$ cat src/rtl/alu_pkg.sv
// Shared opcode definitions for the add_alu datapath.
package alu_pkg;

  localparam logic [1:0] OP_AND = 2'b00;
  localparam logic [1:0] OP_SUB = 2'b01;
  localparam logic [1:0] OP_ADD = 2'b10;
  localparam logic [1:0] OP_MUL = 2'b11;

  typedef enum logic [1:0] {
    ALU_AND = OP_AND,
    ALU_SUB = OP_SUB,
    ALU_ADD = OP_ADD,
    ALU_MUL = OP_MUL
  } alu_op_e;

endpackage

$ cat src/rtl/add_alu_core.sv
// Combinational next-result and flag compute for add_alu; no state.
module add_alu_core
  import alu_pkg::*;
#(
  parameter int WIDTH = 3
) (
  input  alu_op_e            op,
  input  logic [WIDTH-1:0]   a,
  input  logic [WIDTH-1:0]   b,
  output logic [2*WIDTH-1:0] res,
  output logic               c
);

  logic [WIDTH:0]     sum;
  logic [WIDTH-1:0]   diff;
  logic               borrow;
  logic [2*WIDTH-1:0] prod;

  assign sum    = {1'b0, a} + {1'b0, b};
  assign diff   = a - b;
  assign borrow = (a < b);
  // Widen both operands first so the product keeps every bit.
  assign prod   = {{WIDTH{1'b0}}, a} * {{WIDTH{1'b0}}, b};

  always_comb begin
    res = '0;
    c   = 1'b0;
    case (op)
      ALU_AND: res = {{WIDTH{1'b0}}, a & b};
      ALU_SUB: begin
        res = {{WIDTH{1'b0}}, diff};
        c   = borrow;
      end
      ALU_ADD: begin
        res = {{(WIDTH-1){1'b0}}, sum};
        c   = sum[WIDTH];
      end
      ALU_MUL: begin
        res = prod;
        c   = |prod[2*WIDTH-1:WIDTH];
      end
      default: begin
        res = '0;
        c   = 1'b0;
      end
    endcase
  end

endmodule

$ cat src/rtl/add_alu.sv
// Registered add/sub/and/mul unit: enable-gated output register around add_alu_core.
module add_alu
  import alu_pkg::*;
#(
  parameter int WIDTH = 3
) (
  input  logic               clk,
  input  logic               rst_n,
  input  logic               en,
  input  logic [1:0]         op,
  input  logic [WIDTH-1:0]   A,
  input  logic [WIDTH-1:0]   B,
  output logic [2*WIDTH-1:0] Doutadd,
  output logic               C
);

  logic [2*WIDTH-1:0] res_p0;
  logic               c_p0;

  add_alu_core #(.WIDTH(WIDTH)) u_core (
    .op  (alu_op_e'(op)),
    .a   (A),
    .b   (B),
    .res (res_p0),
    .c   (c_p0)
  );

  // p0 -> p1: result register, held while en is low
  always_ff @(posedge clk or negedge rst_n) begin
    if (!rst_n) begin
      Doutadd <= '0;
      C       <= 1'b0;
    end else if (en) begin
      Doutadd <= res_p0;
      C       <= c_p0;
    end
  end

endmodule

$ cat config.mk
export PLATFORM = sky130hd
export DESIGN_NAME = add_alu
export DESIGN_NICKNAME = d
export VERILOG_FILES = /design/src/rtl/alu_pkg.sv /design/src/rtl/add_alu_core.sv /design/src/rtl/add_alu.sv
export SDC_FILE = /design/constraint.sdc
export NUM_CORES = 1
export LEC_CHECK = 0
export CORE_MARGIN = 4
export CORE_UTILIZATION = 48
export DETAILED_ROUTE_END_ITERATION = 10
export GPL_ROUTABILITY_DRIVEN = 0
export PLACE_DENSITY = 0.8
export RECOVER_POWER = 100
export SYNTH_ARGS = -nofsm -noshare
export SYNTH_HDL_FRONTEND = slang
export SYNTH_SLANG_ARGS = --single-unit
$ cat constraint.sdc
create_clock -name clk -period 1.2 [get_ports clk]
set_clock_uncertainty 0.15 [all_clocks]
set_input_delay 0.24 -clock clk [delete_from_list [all_inputs] [get_ports clk]]
set_output_delay 0.24 -clock clk [all_outputs]
set_load 0.05 [all_outputs]
==> results.md <==
- Routed Antenna Nets: 0
- Adder-cell area share of the yosys netlist: 28.7%
- Initial antenna violation count: 0
- H-tree depth: 1
- Setup_tns: -4.36 ns
- IO Count: 18
- Proportion of synthesized area in mux cells: 2.97%
- Period utilisation layout: 177%
- DR pass1 iterations: 4
- Via density per instance: 6.03
- Worst hold slack: 0.178 ns
- Hold WC Path Type: in2async
- Leading cell types in the layout, fill and taps excluded: 23 x buf_4, 8 x inv_1, 7 x dfrtp_1, 7 x buf_12, 6 x ha_1
- Syn Inst Count: 83
- TritonCTS clock tree: yes
- Failing checks: negative setup slack
- Vias in the first global route: 899
- # rows: 14
- Reg clk slew, reported paths: 0.05 ns
- Final worst slack: -0.923 ns
- Endpoints failing setup: 14
- Layout cells sized above 1: 62.5%
- Final slew viol count: 0
- DR vias: 868
- # diodes: 0
- Final hold viol count: 0
- Maximum VDD drop: 0.801 mV
- Most common cell after layout, fill and taps aside: buf_4
- Largest net degree at the start of global routing: 8
- Status: finished, violations left
- Post-synthesis instance area: 758 µm²
- WP data required: 1.18 ns
- CP endpoint kind: register
- Post-synthesis sequential area ratio: 23.1%
- Post-synthesis compound-gate area fraction: 18.6%
- Core area: 1510 µm²
- Fill count: 50
- Total Wirelength: 3.23 mm
- Hold buffer count at CTS: 0
- CTS max path bufs: 2
- CTS buffer count: 3
- Clock root cell: clkbuf_4
- Remaining global-route overflow: 0
- Port Buffer Count: 17
- Synthesis-stage register bit count: 7
- Remaining DRCs: 0
- Simple-gate share of the synthesized area: 14.7%
- Area added between synthesis and finish: 85.0%
- Avg WL per Cell: 22.4 µm
- Min cycle time layout: 2.12 ns
- Nets: 155
- Post-Synth XOR/XNOR Area: 2.31%
- CP Max Fanout: 2
- Die ar.: 2280 µm²
- Mapped Nets: 109
- Global-route wire length before repair: 4.11 mm
- Worst skew pair latency: 0.25 ns
- Critical path arrival: 2.11 ns
- Rel. slew slack: 74.9%
- Max-Cap Viols: 0
- PwrDens: 853 nW/µm²
- Register Area: 175 µm²
- Type of origin of the critical path: primary input
- Util after Layout: 93.1%
- First DRT Iteration DRCs: 19
- Initial Utilization: 50.3%
- Measured slew at the worst slew-check pin: 0.372 ns
- Warnings, synthesis: 0
- Area taken by multi-input logic gates: 653 µm²
- Largest family of logic cells by synthesized area: adder cells
- GR Util All Layers: 26.8%
- Fmax: 471 MHz
- Pre-CTS setup slack: -1.63 ns
- Chip width: 47.7 µm
- Yosys cell types: 31
- Leakage power: 0.652 nW
- Die H: 47.7 µm
- Setup CP Type: in2reg
- DP HPWL: 1.83 mm
- CTS Sinks: 7
- Unrepaired setup endpoints after global routing: yes
- Avg Cell Area, Syn: 9.14 µm²
synthesized netlist by cell type:
cell	count	share of area [%]
a211oi_1	1	0.99
a21o_1	1	0.99
a21oi_1	6	4.0
a221oi_2	1	2.0
a31oi_1	1	0.83
a41o_1	1	1.3
and2_1	2	1.6
and3b_1	1	1.2
buf_2	1	0.66
buf_6	1	1.5
clkbuf_1	1	0.49
dfrtp_1	7	23
fa_1	4	11
ha_1	11	18
inv_1	14	6.9
mux2_2	2	3.0
nand2_1	5	2.5
nand3_1	1	0.66
nand3b_1	1	0.99
nor2_1	5	2.5
nor2_2	1	0.83
nor2b_1	2	1.6
nor2b_2	1	1.2
nor3_1	1	0.66
nor3b_1	1	0.99
o21ai_0	4	2.6
o22ai_1	2	1.6
o32ai_2	1	2.1
o41ai_2	1	2.1
xnor2_1	1	1.2
xor2_1	1	1.2
cells by family after synthesis:
kind of cell	after synthesis
AO/OA/AOI/OAI	19
XOR/XNOR	2
adder cells (fa/ha/maj)	15
buffers and inverters	17
flip-flops	7
multiplexers	2
AND/OR/NAND/NOR	21
critical path, cell delays in order:
cell and delay, ns:
buf_8 0.10, ha_4 0.15, inv_2 0.06, fa_2 0.42, inv_2 0.08, ha_4 0.12
inv_2 0.03, fa_2 0.55, a21oi_2 0.07, mux2_4 0.28
what timing repair did:
item / CTS / global route
setup buffers: 2 / 1
pin swaps: 18 / 3
endpoints found under the hold margin: 0 / 0
endpoints found under the setup margin: 13 / 14
gates resized for setup: 50 / 10
through the flow:
step                cell area (µm²)  instances  total power, mW
finish                         1400        144             1.20
global placement               1250        137            0.849
detailed placement             1250        137            0.875
floorplan                       830         83            0.575
CTS                            1380        143             1.14
global route                   1400        144             1.24
sequential cells by signal, indices dropped and copies added (netlist names):
register,cells
C,1
Doutadd,6
per-layer routing:
metal	vias up	share of wire [%]	global-route usage, %
li1	367	-	-
met1	422	36	29.7
met2	62	51	46.4
met3	17	8.8	8.65
met4	0	4.3	10.8
met5	-	0	5.00
path summary, 6_finish.rpt:
check / startpoint / slack [ns] / cells past startpoint / endpoint
max: B[1] / -0.92 / 10 / Doutadd[3]$_DFFE_PN0P_
min: rst_n / 0.18 / 1 / Doutadd[1]$_DFFE_PN0P_
max reg2reg: Doutadd[1]$_DFFE_PN0P_ / 0.19 / 3 / Doutadd[1]$_DFFE_PN0P_
min reg2reg: Doutadd[2]$_DFFE_PN0P_ / 0.45 / 2 / Doutadd[2]$_DFFE_PN0P_
max in group asynchronous: rst_n / 0.47 / 1 / C$_DFFE_PN0P_
min in group clk: op[0] / 0.45 / 4 / Doutadd[3]$_DFFE_PN0P_
cell type report:
type / count / area share (%)
multi-input combinational: 59 / 46.6
timing repair buffer: 44 / 33.0
sequential: 7 / 12.5
inverter: 14 / 4.64
clock buffer: 4 / 1.87
tap: 16 / 1.43
power breakdown:
group | leakage (nW) | total, mW | internal [mW] | switching, mW
Sequential | 0.0884 | 0.299 | 0.264 | 0.0356
Combinational | 0.549 | 0.680 | 0.336 | 0.345
Clock | 0.0150 | 0.217 | 0.127 | 0.0895
No activity file was read; power rests on OpenSTA's default activity.
